<file path="src/rtl/regfile_pkg.sv">
// Shared definitions for the MIPS general-purpose register file.
//
// Contents:
//   WORD_W, REGS     - default word width and entry count.
//   ZERO, SP, RA     - named MIPS register indices.
//   byte_merge()     - byte-granular merge used by the write path and by the bypass path,
//                      so that a bypassed read and the word stored on the edge never differ.
package regfile_pkg;

    localparam int unsigned WORD_W = 32;
    localparam int unsigned REGS   = 32;

    localparam int unsigned ZERO = 0;
    localparam int unsigned SP   = 29;
    localparam int unsigned RA   = 31;

    // byte_merge works on a fixed wide container; callers zero-extend their operands and
    // truncate the result back to their own width. MERGE_W bounds the largest WIDTH allowed.
    localparam int unsigned MERGE_W = 1024;
    localparam int unsigned MERGE_B = MERGE_W / 8;

    // Byte i of the result comes from new_word where mask[i] is set, else from old_word.
    function automatic logic [MERGE_W-1:0] byte_merge(
        input logic [MERGE_W-1:0] old_word,
        input logic [MERGE_W-1:0] new_word,
        input logic [MERGE_B-1:0] mask
    );
        logic [MERGE_W-1:0] result;
        result = old_word;
        for (int i = 0; i < int'(MERGE_B); i++) begin
            if (mask[i]) begin
                result[8*i +: 8] = new_word[8*i +: 8];
            end
        end
        return result;
    endfunction

endpackage

</file>
<file path="src/rtl/register_word.sv">
// One WIDTH-bit register-file entry: the enabled register generalised to per-byte enables.
//
// Ports:
//   clk  - clock; the entry updates on the rising edge.
//   rst  - asynchronous active-high reset; clears the entry to 0.
//   be   - per-byte write enable; bit i loads d[8i+7:8i]. All-zero holds the value.
//   d    - write data.
//   q    - current stored value.
module register_word
    import regfile_pkg::*;
#(
    parameter int unsigned WIDTH = WORD_W
) (
    input  logic               clk,
    input  logic               rst,
    input  logic [WIDTH/8-1:0] be,
    input  logic [WIDTH-1:0]   d,
    output logic [WIDTH-1:0]   q
);

    always_ff @(posedge clk or posedge rst) begin
        if (rst) begin
            q <= '0;
        end else if (|be) begin
            q <= WIDTH'(byte_merge(MERGE_W'(q), MERGE_W'(d), MERGE_B'(be)));
        end
    end

endmodule

</file>
<file path="src/rtl/register_file.sv">
// MIPS general-purpose register file: DEPTH words of WIDTH bits, one synchronous
// byte-enabled write port and two combinational read ports (A = rs, B = rt).
//
// Parameters:
//   WIDTH    - data width in bits, multiple of 8.
//   DEPTH    - number of entries, need not be a power of two.
//   ADDR_W   - address width, derived from DEPTH.
//   ZERO_REG - 1: entry 0 reads 0 and ignores writes (no storage is built for it).
//   BYPASS   - 1: a read of the address being written returns the merged write data
//              combinationally, before the edge.
//
// Ports:
//   Clk        - clock; writes on the rising edge.
//   Rst        - asynchronous active-high reset; clears every entry, forces reads to 0.
//   En         - write enable.
//   EndW       - write address; addresses >= DEPTH are dropped.
//   DadoW      - write data.
//   ByteEn     - per-byte write mask; bit i covers DadoW[8i+7:8i].
//   EndA, EndB - read addresses; addresses >= DEPTH read 0.
//   SaidaA/B   - read data.
module register_file
    import regfile_pkg::*;
#(
    parameter int unsigned WIDTH    = WORD_W,
    parameter int unsigned DEPTH    = REGS,
    parameter int unsigned ADDR_W   = (DEPTH > 1) ? $clog2(DEPTH) : 1,
    parameter int unsigned ZERO_REG = 1,
    parameter int unsigned BYPASS   = 1
) (
    input  logic               Clk,
    input  logic               Rst,
    input  logic               En,
    input  logic [ADDR_W-1:0]  EndW,
    input  logic [WIDTH-1:0]   DadoW,
    input  logic [WIDTH/8-1:0] ByteEn,
    input  logic [ADDR_W-1:0]  EndA,
    input  logic [ADDR_W-1:0]  EndB,
    output logic [WIDTH-1:0]   SaidaA,
    output logic [WIDTH-1:0]   SaidaB
);

    localparam int unsigned NB = WIDTH / 8;

    // One extra bit so the range check also works when DEPTH == 2**ADDR_W.
    localparam logic [ADDR_W:0] DEPTH_X = (ADDR_W + 1)'(DEPTH);

    if ((WIDTH % 8) != 0 || WIDTH == 0) begin : g_bad_width
        $error("register_file: WIDTH must be a nonzero multiple of 8");
    end
    if (WIDTH > MERGE_W) begin : g_too_wide
        $error("register_file: WIDTH exceeds regfile_pkg::MERGE_W");
    end

    logic             wr_legal;
    logic [WIDTH-1:0] words [DEPTH];
    logic [WIDTH-1:0] stored_a;
    logic [WIDTH-1:0] stored_b;
    logic [WIDTH-1:0] merged_a;
    logic [WIDTH-1:0] merged_b;
    logic             hit_a;
    logic             hit_b;

    // Rst is part of the qualifier so a reset rising mid-cycle aborts the write and
    // also suppresses the bypass.
    assign wr_legal = En && !Rst
                      && ({1'b0, EndW} < DEPTH_X)
                      && !((ZERO_REG != 0) && (EndW == '0));

    for (genvar i = 0; i < int'(DEPTH); i++) begin : g_entry
        if ((ZERO_REG != 0) && (i == 0)) begin : g_zero
            assign words[i] = '0;
        end else begin : g_reg
            logic [NB-1:0] be_i;

            assign be_i = (wr_legal && (EndW == ADDR_W'(i))) ? ByteEn : '0;

            register_word #(
                .WIDTH (WIDTH)
            ) u_word (
                .clk (Clk),
                .rst (Rst),
                .be  (be_i),
                .d   (DadoW),
                .q   (words[i])
            );
        end
    end

    // Compare-and-select read mux: an address with no matching entry (>= DEPTH) reads 0
    // without ever indexing past the array.
    always_comb begin
        stored_a = '0;
        stored_b = '0;
        for (int i = 0; i < int'(DEPTH); i++) begin
            if (EndA == ADDR_W'(i)) begin
                stored_a = words[i];
            end
            if (EndB == ADDR_W'(i)) begin
                stored_b = words[i];
            end
        end
    end

    always_comb begin
        merged_a = WIDTH'(byte_merge(MERGE_W'(stored_a), MERGE_W'(DadoW), MERGE_B'(ByteEn)));
        merged_b = WIDTH'(byte_merge(MERGE_W'(stored_b), MERGE_W'(DadoW), MERGE_B'(ByteEn)));
        // wr_legal already excludes entry 0 under ZERO_REG, so address 0 never bypasses.
        hit_a    = (BYPASS != 0) && wr_legal && (EndA == EndW);
        hit_b    = (BYPASS != 0) && wr_legal && (EndB == EndW);
    end

    always_comb begin
        SaidaA = '0;
        SaidaB = '0;
        if (!Rst) begin
            SaidaA = hit_a ? merged_a : stored_a;
            SaidaB = hit_b ? merged_b : stored_b;
        end
    end

endmodule

</file>
<file path="config.mk">
export PLATFORM = sky130hd
export DESIGN_NAME = register_file
export DESIGN_NICKNAME = d
export VERILOG_FILES = /design/src/rtl/regfile_pkg.sv /design/src/rtl/register_word.sv /design/src/rtl/register_file.sv
export SDC_FILE = /design/constraint.sdc
export NUM_CORES = 2
export LEC_CHECK = 0
export ABC_AREA = 1
export CORE_ASPECT_RATIO = 0.6
export CORE_MARGIN = 2
export CORE_UTILIZATION = 60
export CTS_BUF_LIST = sky130_fd_sc_hd__clkbuf_8
export CTS_CLUSTER_DIAMETER = 80
export CTS_CLUSTER_SIZE = 25
export DETAILED_ROUTE_END_ITERATION = 16
export GPL_TIMING_DRIVEN = 1
export PLACE_DENSITY = 0.86
export SLEW_MARGIN = 20
export SYNTH_ARGS = -nofsm -noshare
export SYNTH_HDL_FRONTEND = slang
export SYNTH_SLANG_ARGS = --single-unit
</file>
<file path="constraint.sdc">
create_clock -name Clk -period 52.3 [get_ports Clk]
set_input_delay 5.23 -clock Clk [delete_from_list [all_inputs] [get_ports Clk]]
set_output_delay 5.23 -clock Clk [all_outputs]
set_load 0.05 [all_outputs]
</file>
==> key figures <==
Finish
  – Final instance area: 54900 um^2
  – Largest registers: g_entry.g_reg.u_word.q x992
  – Most flop-heavy register: g_entry.g_reg.u_word.q
  – Fin util: a little under two thirds
  – Largest register FFs: 992
  – Area delta synth->final: 4.83%
  – Share of cells above drive strength 1: between 4 and 5%
  – Final-layout fill cell count: between 7000 and 8000
  – Net count, final: 7295

CTS
  – Post-CTS Setup Bufs: 0
  – Num CTS Buffers: 45
  – Post-CTS Resized: 0
  – CTS tree: done
  – Clock sink count: around 990
  – CTS H-tree depth: 2
  – Clk slew on worst S/H paths: 140 ps
  – Longest Clk Path Bufs: 3
  – Clock Latency Late Sink: a little under 800 ps
  – CTS Root Cell: clkbuf_8
  – Hold buffer count at cts: 0

Detailed routing
  – DRT iter0 DRCs: 8818
  – DR vias: 53313
  – Antenna viol nets, final: 0
  – Final WL: 199 mm
  – Vias per cell: around 6.3
  – DR WL/cell: 23.7 um
  – DRT Pass-1 Iters: 9
  – Drc violations: 0

Synthesis
  – Cell Area, Synth: between 50000 and 60000 um^2
  – Post-synth EDFFs: 0
  – Register area share after synthesis: between 40% and 50%
  – Post-synth ARST share: 100%
  – Synth unique cells: 34
  – Most common flop cell mapped by yosys: dfrtp_1
  – Syn Inst Count: 7426
  – Syn_area_per_cell: 7.05 um^2
  – Yosys reg bits: ~1000
  – YS warnings: 0
  – Post-Syn Nets: between 7000 and 8000

STA
  – Final setup fails: 0
  – Min Hold Slack: 502 ps
  – Total negative slack: 0 ps
  – Relative slew margins: 17.7%
  – Final WS setup: 35190 ps
  – Post-layout min period: 17110 ps
  – Worst-margin pin slew: 1230 ps
  – Pins Over Slew Limit: 0
  – Fin. Hold Viols: 0
  – RSZ-0062 raised after global routing: no
  – Maximum clock rate: 0.0585 GHz
  – Period Utilization, post-route: 32.7%
  – Clock Skew: 0 ps

Critical path
  – Crit path largest cell delay: 1050 ps
  – Largest delay share family, worst path: buffers and inverters
  – Worst path required time: 47070 ps
  – Max FO, Critical Path: 44
  – Worst Setup Path Type: in2out
  – Critical Path End Type: output port
  – Critical Path AT: 11880 ps
  – CP max-delay cell: inv_2
  – Worst setup SP type: primary input
  – CP Cell Sequence: clkdlybuf4s50_1 -> inv_2 -> buf_4 -> nand2_1 -> inv_2 -> nand2_1 -> nand2_1 -> nand4_1 -> nor2_1 -> nand4_1 -> nor2_1 -> nand4_1 -> nor2_1 -> nand4_1 -> nor2_1 -> nand4_1 -> nand2_1 -> nand4_1 -> nor2_1 -> nor2_1 -> clkdlybuf4s50_1
  – Buf+Inv Stages, Crit Path: 5

Place
  – Placed Area: 54100 um^2
  – Number of port buffers: 117
  – Pre-CTS setup slack: 35680 ps
  – DP Wirelength: 137 mm
  – GP Congestion: 1.06

Pwr
  – Comb power frac: 13.5%
  – Sequential power share: 62.4%
  – Internal Pwr Total: 972 uW
  – Net Switching: 434 uW
  – PwrDens: between 20 and 30 nW/um^2
  – Maximum vdd drop: 19.8 uV
  – Leak: 0.0237 uW
  – Part of the power in the clock network: 24.0%
  – Switching part of the total power: 30.9%

Floorplan
  – Chip height: 233 um
  – Io pins: 118
  – Core area: 86000 um^2
  – Die W: between 300 and 400 um
  – Starting Density: 60.9%
  – Die ar.: 89700 um^2
  – Cell Rows: 83

GRT
  – GRT overflow: 0
  – GR Util All Layers: ~44%
  – Initial antenna violation count: 6
  – Global-route wire length before repair: 298 mm
  – Largest net degree at the start of global routing: about 170
  – Number of global-route vias before repair: 48113

Run
  – # Max-Cap Violations: 0

Run status
  – Status: completed

Worst hold path
  – Worst min-delay path category: reg2reg
cell usage after synthesis (all sizes together) (6+ instances only):
library cell / instances / area (um^2)
dfrtp: 992 / 24800
xor2: 6 / 52.6
o21ai: 1135 / 5680
nor3: 19 / 123
nand2: 2791 / 10500
or2: 52 / 325
inv: 479 / 1800
nand3: 150 / 756
a21oi: 89 / 445
clkbuf: 399 / 1500
nand4: 479 / 3010
buf: 65 / 369
nor2: 757 / 2900
metal layers:
layer / GRT usage [%] / share of wire [%] / up-vias
met5: 0.0545 / 0.036 / -
met4: 17.8 / 4.8 / 10
met3: 20.3 / 20 / 622
met2: 57.2 / 38 / 4587
met1: 62.9 / 38 / 24640
li1: - / - / 23454
kinds of logic after synthesis:
family          synth area share [%]
simple gates                    33.7
compound gates                  11.8
flops                           47.4
buf+inv                         7.02
xor+xnor                       0.134
cells in the final DEF, fill, tap and decap left out, types with 2 or more instances in the layout:
cell type | synthesis | final
nor2_1 | 744 | 713
buf_12 | 0 | 2
nor2_4 | 3 | 13
nor3_1 | 16 | 13
nor4_1 | 3 | 2
a21oi_1 | 89 | 89
xor2_1 | 6 | 6
nand2_2 | 2 | 2
clkinv_1 | 3 | 3
dfrtp_1 | 992 | 992
diode_2 | 0 | 10
o21bai_1 | 3 | 3
bufinv_16 | 0 | 2
xnor2_1 | 2 | 2
nand3_1 | 149 | 149
nor3_2 | 1 | 4
inv_2 | 18 | 19
buf_4 | 9 | 111
o21ai_0 | 1132 | 1132
inv_1 | 461 | 459
buf_2 | 43 | 4
o21ai_1 | 3 | 3
nand2_1 | 2789 | 2789
clkdlybuf4s50_1 | 0 | 113
nand4_2 | 2 | 2
or2_2 | 45 | 45
nand4_1 | 477 | 477
or2_0 | 6 | 6
clkbuf_8 | 0 | 47
nor2_2 | 9 | 30
nor3_4 | 2 | 2
worst paths after layout:
kind | startpoint | cells after the start | slack, ps | endpoint
worst max register to register | g_entry[5].g_reg.u_word.q[9] | 2 | 51370 | g_entry[5].g_reg.u_word.q[9]
worst min register to register | g_entry[15].g_reg.u_word.q[23] | 2 | 500 | g_entry[15].g_reg.u_word.q[23]
worst max-delay path | EndB[4] | 21 | 35190 | SaidaB[28]
worst min-delay path | g_entry[15].g_reg.u_word.q[23] | 2 | 500 | g_entry[15].g_reg.u_word.q[23]
min in group asynchronous | Rst | 2 | 4980 | g_entry[4].g_reg.u_word.q[9]
max in group asynchronous | Rst | 6 | 43550 | g_entry[14].g_reg.u_word.q[5]
power groups by stage:
stage | Combinational [uW] | Clock (uW) | Sequential (uW)
2_1_floorplan | 118 | 0 | 879
3_3_place_gp | 175 | 0 | 887
3_5_place_dp | 182 | 0 | 889
4_1_cts | 182 | 334 | 875
5_1_grt | 207 | 361 | 885
6_report | 190 | 338 | 878
cell type report:
cell class	instances	area [um^2]	share of cell area [%]
inverter	482	1820	3.31
sequential	992	24800	45.2
clock inverter	3	67.6	0.123
antenna	10	25.0	0.0456
tap	1147	1440	2.62
timing repair buffer	232	2060	3.76
clock buffer	47	647	1.18
multi-input combinational	5488	24000	43.7
stage by stage:
step                instances  total power, uW
global placement         8340             1060
detailed placement       8340             1070
floorplan                7426              997
global route             8391             1450
CTS                      8390             1390
finish                   8401             1410
tightest hold or removal path, cell delays in order, from the launching register on:
cell and delay [ps]:
dfrtp_1 370, nand2_1 50, o21ai_0 60
Power figures use the tool's default switching activity.
